$ cat config.mk
export PLATFORM = sky130hd
export DESIGN_NAME = window_feeder
export DESIGN_NICKNAME = d
export VERILOG_FILES = /design/src/rtl/window_feeder_pkg.sv /design/src/rtl/window_feeder_line_buffer.sv /design/src/rtl/window_feeder.sv
export SDC_FILE = /design/constraint.sdc
export NUM_CORES = 2
export LEC_CHECK = 0
export ABC_AREA = 1
export CAP_MARGIN = 20
export CORE_MARGIN = 2
export CORE_UTILIZATION = 45
export CTS_CLUSTER_SIZE = 10
export DETAILED_ROUTE_END_ITERATION = 10
export HOLD_SLACK_MARGIN = 0.15
export PLACE_DENSITY_LB_ADDON = 0.12
export SYNTH_ARGS = -nofsm -noshare
export SYNTH_HDL_FRONTEND = slang
export SYNTH_SLANG_ARGS = --single-unit
$ cat constraint.sdc
create_clock -name clk -period 63.9 [get_ports clk]
set_input_delay 12.78 -clock clk [delete_from_list [all_inputs] [get_ports clk]]
set_output_delay 12.78 -clock clk [all_outputs]
set_load 0.03 [all_outputs]
$ cat src/rtl/window_feeder_pkg.sv
// Shared definitions for the 7x7 window feeder.
//   PIX_W  : luminance sample width
//   WIN    : window edge length (rows and columns)
//   LINE_W : packed width of one window row word
//   pix_t  : one luminance sample
//   state_t: sequencer states
package window_pkg;
   localparam int PIX_W  = 8;
   localparam int WIN    = 7;
   localparam int LINE_W = PIX_W * WIN;

   typedef logic [PIX_W-1:0] pix_t;

   typedef enum logic [1:0] {
      IDLE   = 2'd0,
      FILL   = 2'd1,
      STREAM = 2'd2
   } state_t;
endpackage

$ cat src/rtl/window_feeder_line_buffer.sv
// One image line of storage for the window feeder.
// Asynchronous read, synchronous write, single shared address, so a
// read-then-overwrite of the same location happens within one cycle.
// Ports:
//   clk   : clock
//   addr  : column address (read and write)
//   we    : write enable
//   wdata : sample to store
//   rdata : sample currently stored at addr
module line_buffer
   import window_pkg::*;
#(
   parameter int DEPTH = 28,
   localparam int AW   = (DEPTH > 1) ? $clog2(DEPTH) : 1
) (
   input  logic          clk,
   input  logic [AW-1:0] addr,
   input  logic          we,
   input  pix_t          wdata,
   output pix_t          rdata
);

   pix_t mem [DEPTH];

   assign rdata = mem[addr];

   always_ff @(posedge clk) begin
      if (we) mem[addr] <= wdata;
   end

endmodule

$ cat src/rtl/window_feeder.sv
// Streaming 7x7 window generator feeding neuron_unit.
// Takes a raster-order pixel stream, keeps six previous lines in chained
// line buffers and emits one packed 7x7 window per valid position.
// Ports:
//   clk, reset (sync, active low)
//   sof_in, de_in, pixel_in   : pixel stream in (sof qualified by de)
//   line_0_out..line_6_out    : window rows, 0 = oldest, [7:0] = newest column
//   de_out                    : one-cycle window valid
//   frame_done                : pulse with the final window of a frame
//   window_cnt                : windows in current frame (only with
//                               WINDOW_FEEDER_COUNT_EN defined)
//
// state  | meaning
// IDLE   | waiting for sof_in & de_in; other pixels ignored
// FILL   | rows 0..5 being buffered, no windows
// STREAM | row >= 6, window for every pixel with col >= 6
module window_feeder
   import window_pkg::*;
#(
   parameter int IMG_WIDTH  = 28,
   parameter int IMG_HEIGHT = 28
) (
   input  logic              clk,
   input  logic              reset,
   input  logic              sof_in,
   input  logic              de_in,
   input  pix_t              pixel_in,
   output logic [LINE_W-1:0] line_0_out,
   output logic [LINE_W-1:0] line_1_out,
   output logic [LINE_W-1:0] line_2_out,
   output logic [LINE_W-1:0] line_3_out,
   output logic [LINE_W-1:0] line_4_out,
   output logic [LINE_W-1:0] line_5_out,
   output logic [LINE_W-1:0] line_6_out,
   output logic              de_out,
   output logic              frame_done
`ifdef WINDOW_FEEDER_COUNT_EN
   ,
   output logic [15:0]       window_cnt
`endif
);

   localparam int CW = $clog2(IMG_WIDTH);
   localparam int RW = $clog2(IMG_HEIGHT);
   localparam logic [CW-1:0] COL_LAST  = CW'(IMG_WIDTH - 1);
   localparam logic [RW-1:0] ROW_LAST  = RW'(IMG_HEIGHT - 1);
   localparam logic [CW-1:0] COL_FIRST = CW'(WIN - 1);
   localparam logic [RW-1:0] ROW_PRE   = RW'(WIN - 2);
   localparam int HIST_W = LINE_W - PIX_W;

   state_t        state;
   logic [CW-1:0] col, cur_col;
   logic [RW-1:0] row, cur_row;
   logic          start, accept, col_last, row_last, win_valid, last_pix;

   pix_t              rd       [WIN-1];
   pix_t              row_data [WIN];
   // Six stages of history per row; the live sample is the seventh column.
   logic [HIST_W-1:0] hist     [WIN];
   logic [LINE_W-1:0] win_q    [WIN];

   always_comb begin
      start     = de_in & sof_in;
      accept    = de_in & (sof_in | (state != IDLE));
      // A start pixel is always (0,0), regardless of where the counters are.
      cur_col   = start ? '0 : col;
      cur_row   = start ? '0 : row;
      col_last  = (cur_col == COL_LAST);
      row_last  = (cur_row == ROW_LAST);
      win_valid = accept & ~start & (state == STREAM) & (col >= COL_FIRST);
      last_pix  = accept & ~start & (state == STREAM) & col_last & row_last;
   end

   for (genvar k = 0; k < WIN - 1; k++) begin : g_lb
      pix_t wdata;
      if (k == WIN - 2) begin : g_head
         assign wdata = pixel_in;
      end else begin : g_chain
         assign wdata = rd[k+1];
      end
      line_buffer #(.DEPTH(IMG_WIDTH)) u_lb (
         .clk   (clk),
         .addr  (cur_col),
         .we    (accept),
         .wdata (wdata),
         .rdata (rd[k])
      );
      assign row_data[k] = rd[k];
   end
   assign row_data[WIN-1] = pixel_in;

   always_ff @(posedge clk) begin
      if (!reset) begin
         state      <= IDLE;
         col        <= '0;
         row        <= '0;
         de_out     <= 1'b0;
         frame_done <= 1'b0;
         for (int k = 0; k < WIN; k++) begin
            hist[k]  <= '0;
            win_q[k] <= '0;
         end
      end else begin
         de_out     <= win_valid;
         frame_done <= last_pix;
         if (accept) begin
            for (int k = 0; k < WIN; k++)
               hist[k] <= {hist[k][HIST_W-PIX_W-1:0], row_data[k]};
            if (col_last) begin
               col <= '0;
               row <= row_last ? '0 : cur_row + RW'(1);
            end else begin
               col <= cur_col + CW'(1);
               row <= cur_row;
            end
            if (start) begin
               state <= FILL;
            end else begin
               case (state)
                  FILL:    if (col_last && cur_row == ROW_PRE) state <= STREAM;
                  STREAM:  if (col_last && row_last) state <= IDLE;
                  default: state <= state;
               endcase
            end
         end
         if (win_valid) begin
            for (int k = 0; k < WIN; k++)
               win_q[k] <= {hist[k], row_data[k]};
         end
      end
   end

   assign line_0_out = win_q[0];
   assign line_1_out = win_q[1];
   assign line_2_out = win_q[2];
   assign line_3_out = win_q[3];
   assign line_4_out = win_q[4];
   assign line_5_out = win_q[5];
   assign line_6_out = win_q[6];

`ifdef WINDOW_FEEDER_COUNT_EN
   always_ff @(posedge clk) begin
      if (!reset)
         window_cnt <= '0;
      else if (start)
         window_cnt <= '0;
      else if (win_valid && window_cnt != 16'hFFFF)
         window_cnt <= window_cnt + 16'd1;
   end
`endif

endmodule
# After elaboration in Yosys (flattened, before gate mapping)
# Memories as Yosys holds them, arrays and structs flattened.
# Cells that the tools add are included.
[word_totals] ff_bits=14 ramBits=2072 out_inout_bits=394 mem_count=8
[mem_list] name="win_q" depth=7 word_bits=56 rd=7 rd_ports_with_merged_regs=0 wr=7 line="window_feeder.sv:60" text="logic [LINE_W-1:0] win_q [WIN];"
[mem_list] name="hist" depth=7 word_bits=48 rd=7 rd_ports_with_merged_regs=0 wr=7 line="window_feeder.sv:59" text="logic [HIST_W-1:0] hist [WIN];"
[mem_list] name="g_lb[0].u_lb.mem" depth=28 word_bits=8 rd=1 rd_ports_with_merged_regs=0 wr=1 line="window_feeder_line_buffer.sv:23" text="pix_t mem [DEPTH];"
[mem_list] name="g_lb[1].u_lb.mem" depth=28 word_bits=8 rd=1 rd_ports_with_merged_regs=0 wr=1 line="window_feeder_line_buffer.sv:23"
[mem_list] name="g_lb[2].u_lb.mem" depth=28 word_bits=8 rd=1 rd_ports_with_merged_regs=0 wr=1 line="window_feeder_line_buffer.sv:23"
[mem_list] name="g_lb[3].u_lb.mem" depth=28 word_bits=8 rd=1 rd_ports_with_merged_regs=0 wr=1 line="window_feeder_line_buffer.sv:23"
[mem_list] name="2 more memories"
[op_classes] n_addsub=2 n_lt_le_gt_ge=1 n_eq_ne=7 n_mux=31 bitwise_logic=23 n_reduce_logical=5
[op_table] op="56-bit two-way mux" count=7
[op_table] op="48-bit two-way mux" count=7
[op_table] op="5-bit two-way mux" count=5
[op_table] op="1-bit bitwise OR" count=15
[op_table] op="5-bit by 1-bit adder with 5-bit output, second input constant" count=2
[op_table] op="5-bit equality test, second input constant" count=2
[op_table] op="1-bit two-way mux" count=8
[op_table] op="1-bit bitwise AND" count=7
[op_table] op="2-bit two-way mux" count=3
[op_table] op="5-bit by 3-bit equality test with 1-bit output, second input constant" count=1
[op_table] op="5-bit by 3-bit >= comparator with 1-bit output, second input constant" count=1
[op_table] op="2-bit case mux with 2 select lines" count=1
[op_table] op="4-bit AND reduction" count=1
[op_table] op="3-bit by 2-bit inequality test with 1-bit output, second input constant" count=1
[op_table] op="3-bit inequality test, second input constant" count=1
[op_table] op="3-bit nonzero test" count=1
[op_table] op="2-bit by 1-bit equality test with 1-bit output, second input constant" count=1
[op_table] op="2-bit equality test, second input constant" count=1
[op_table] op="1-bit logical AND" count=2
[op_table] op="2-bit nonzero test" count=1
[op_table] op="1-bit NOT" count=1

# Longest topological paths before layout
[depth] word_depth=10 mapped_depth=14 depth_no_buf=12

# By module
# Synthesis repeated with hierarchy kept, for this count alone.
[unflattened] hier_cells=7451 area_unflattened_um2=84394.7
[modules_own_cells] module="line_buffer at g_lb[1].u_lb ..." instances=5 cells_per_inst=909 area_each_um2=9414.0
[modules_own_cells] module="window_feeder" instances=1 cells_per_inst=1997 area_each_um2=27905.5
[modules_own_cells] module="line_buffer at g_lb[0].u_lb" instances=1 cells_per_inst=909 area_each_um2=9419.0

# Least setup slack after synthesis
# OpenSTA, ideal clock, no wires.
[synth_timing] path_kind="input-to-reg" startpoint="input port sof_in" endpoint="memory win_q[0][0] in the netlist's numbering, enable pin" setup_ns=1.690 arrival_time_ns=40.386 required_time_ns=62.210 slack_ns=21.824 stages=5 n_path_buf=0 cell_sequence="nand2_4 inv_2 nor2_1 nand2_1 o21ai_0"
[synth_rtl] element="from (decl)" line="window_feeder.sv:25" text="input logic sof_in,"
[synth_rtl] element="to (decl)" line="window_feeder.sv:60"

# Worst setup path after layout
[layout_timing] startpoint="input port sof_in" endpoint="memory g_lb[3].u_lb.mem[8][4] in the netlist's numbering, data pin"
[layout_via] elab_chain_len=3
[layout_lines] element="1-bit bitwise AND" line="window_feeder.sv:63" text="start = de_in & sof_in;"
[layout_lines] element="5-bit two-way mux" line="window_feeder.sv:66" text="cur_col = start ? '0 : col;"
[layout_lines] element="memory 28 x 8 bit"
[layout_lines] element="named net g_lb[3].u_lb.wdata[4]" line="window_feeder_line_buffer.sv:19" text="input pix_t wdata,"
[layout_lines] element="to (decl)" line="window_feeder_line_buffer.sv:23"
# The timed path passes the listed nets, and every way through them passes these cells.

==> impl_metrics.py <==
metrics = {
    "worst_setup_path": {
        "cp_data_arrival_time_ns": 18.26,
        "r2r_end": "g_lb[0].u_lb.mem[12][3]",
        "cp_data_required_time_ns": 64.21,
        "critPathMaxFanout": 87,
        "cp-endpoint": "g_lb[3].u_lb.mem[8][4]",
        "critPathCaptureType": "register",
        "worstSetupStartpoint": "sof_in",
        "reg2reg_slack_ns": 58.75,
        "r2r-start": "col[0]",
        "start_kind": "input port",
        "ff2ff_path_depth": 10,
        "crit_type": "input port to register",
    },
    "placement": {
        "gp_congestion": 0.800,
        "hpwl_mm": 129,
        "io_buffers": 405,
    },
    "run": {
        "drv_cap": 0,
    },
    "die": {
        "die_y_um": 437,
        "die_w_um": 437,
        "start_util_pct": 45.4,
        "rows": 158,
        "die_area_um2": 191000,
        "core_region_area_um2": 186000,
        "ios": 406,
    },
    "sta": {
        "holdWs_ns": 0.479,
        "rsz0062_at_grt": "no",
        "fin_crit_ns": 17.95,
        "slew_violations": 0,
        "fin_crit_sh_pct": 28.1,
        "slew_headroom_pct": 15.4,
        "setup_viol": 0,
        "fmax_mhz": 55.7,
        "setup-tns-final_ns": 0,
        "fin_skew_ns": 0.0359,
        "finalHoldViolCount": 0,
        "worst_pin_slew_ns": 1.27,
    },
    "power_and_ir_drop": {
        "seqPwrFrac_pct": 53.6,
        "clkPwrFrac_pct": 39.0,
        "swShare_pct": 23.1,
        "max-vdd-ir-drop_uv": 22.2,
        "p_int_w": 0.00228,
        "netSwitchingPower_w": 0.000684,
        "p_per_area_nw_per_um2": 30.5,
        "leakage_nw": 37.3,
        "power.share.combinational_pct": 7.4,
    },
    "detailed_routing": {
        "wl_per_cell_um": 23.7,
        "ant_nets": 0,
        "drt-initial-drc-count": 6097,
        "wl_mm": 239,
        "drc": 0,
        "num_vias": 53200,
        "routed_via_density": 5.27,
        "dr.pass1.iters": 7,
    },
    "synthesis": {
        "yosys.area.top_type": "edfxtp_1",
        "synth_nets": 7212,
        "synth-seq-area-share_pct": 74.1,
        "avgSynthCellArea_um2": 11.7,
        "synth_top_area_share_pct": 73.8,
        "ys_ff_latch": 2086,
        "syn-instance-count": 7194,
        "post_synth_main_area_contributors": "edfxtp_1 (74%), nor2_1 (6.2%), nand2_1 (5.5%)",
        "netlist_area_um2": 84300,
        "ys_types": 31,
        "ys.warnings.count": 0,
    },
    "global_routing": {
        "antenna_found_initial": 6,
        "grt_max_degree": 202,
        "grt_pass1_vias": 49900,
        "grt_remaining_overflow": 0,
        "grt_pass1_wl_mm": 347,
        "grt.total_usage_pct": 24.8,
    },
    "final_layout": {
        "area_delta_synth_final_pct": 15.3,
        "drive_above_1_share_pct": 5.19,
        "final_nets": 7561,
    },
    "cts": {
        "cts_tree": "yes",
        "cts-root-buf": "clkbuf_16",
        "post-cts-setup-buffers": 0,
        "cts.clk_slew.worst_paths_ns": 0.05,
        "htree_levels": 4,
        "cts.sinks": 2086,
        "cts_resized": 0,
        "hold_buffers": 0,
        "numCtsBuffers": 230,
        "cts.path.max_buffers": 3,
        "insertion_delay_ns": 0.86,
    },
    "outcome": {
        "status": "finished, final reports clean",
    },
    "hold_path": {
        "min_path_cells": 2,
        "hold_class": "register to register",
    },
}
## cells in the mapped netlist, drive strengths merged
master	count
o22ai	3
ha	6
xnor2	1
nand3	486
nor4	1
dfxtp	14
o211ai	49
nor3	4
nand2	1240
inv	896
xor2	2
edfxtp	2072
o31a	1
clkbuf	151
nand4	1
o31ai	1
nor2	1389
nand3b	240
o21ai	251
buf	235
a21boi	1
a21oi	150
## worst max-delay path, stage by stage
cell and delay (ns):
clkdlybuf4s50_1 0.54, nand2_8 0.46, buf_4 0.95, nand2_2 0.70, inv_2 0.89, buf_4 0.68
nand3_1 0.15, nand3_1 0.11, nand2_1 0.07, nand2_1 0.09, nand2_1 0.66
## worst min-delay path by stage
stage,startpoint,endpoint,slack [ns]
3_5_place_dp,row[0],row[0],0.46
3_3_place_gp,row[0],row[0],0.45
4_1_cts,row[0],row[0],0.48
5_1_grt,hist[6][46],win_q[6][54],0.52
2_1_floorplan,row[0],row[0],0.43
6_report,row[0],row[0],0.48
## routing by layer
layer	global-route usage [%]	share of wire [%]
met5	0	0.017
met4	8.07	3.3
met3	3.89	7.3
met2	39.6	47
met1	34.9	43
## power groups by stage
stage               combinational (W)  clock (W)  sequential (W)
floorplan                    0.000115          0         0.00164
global placement             0.000216          0         0.00161
detailed placement           0.000219          0         0.00162
CTS                          0.000219    0.00117         0.00159
global route                 0.000241    0.00122         0.00159
finish                       0.000220    0.00115         0.00159
## cell usage in the layout (no fill, tap or decap), types with 5 or more instances in the layout
cell type	count
o21ai_0	248
clkdlybuf4s50_1	404
dfxtp_1	13
nand3_1	486
nor2_1	1356
inv_1	889
buf_12	8
nand3b_1	240
a21oi_1	150
nand2_1	1232
clkbuf_1	45
ha_1	6
nor2_4	33
clkbuf_16	238
o211ai_1	49
clkinv_1	5
edfxtp_1	2072
inv_2	6
buf_4	85
## cell type report
type | instances | area (um^2)
repair buffers | 503 | 4980
flip-flops and latches | 2086 | 62500
fillers | 15900 | 88700
well taps | 2480 | 3100
inverters | 896 | 3370
clock inverters | 13 | 135
multi-input cells | 3826 | 17000
diodes | 2 | 5.00
clock buffers | 281 | 6070
## flip-flops by register name, summed over array words and instances (netlist names)
register	flops
g_lb.u_lb.mem	1344
row	5
frame_done	1
state	2
col	5
win_q	392
de_out	1
hist	336
## through the flow
stage | instances | instance area [um^2] | util (%) | setup slack [ns] | total power [W]
2_1_floorplan | 7194 | 84300 | - | 21.82 | 0.00176
3_3_place_gp | 9784 | 90800 | 48.9 | 45.09 | 0.00183
3_5_place_dp | 9786 | 90800 | 48.9 | 45.12 | 0.00183
4_1_cts | 10100 | 97000 | 52.2 | 46.02 | 0.00298
5_1_grt | 10100 | 97200 | 52.3 | 45.69 | 0.00305
6_report | 10100 | 97200 | 52.3 | 45.95 | 0.00296
## cell families (layout without fill, tap and decap cells)
| logic type | after synthesis | count (layout) | share of synthesized area [%] |
|---|---|---|---|
| AOI/OAI and AO/OA | 456 | 456 | 2.87 |
| xor gates and xnor gates | 3 | 3 | 0.0312 |
| adders and majority gates | 6 | 6 | 0.0891 |
| buffers and inverters | 1282 | 1693 | 6.06 |
| DFF | 2086 | 2086 | 74.1 |
| other | 0 | 2 | 0 |
| and+or+nand+nor | 3361 | 3361 | 16.8 |
Note: power is estimated with default switching activity, not from simulation.
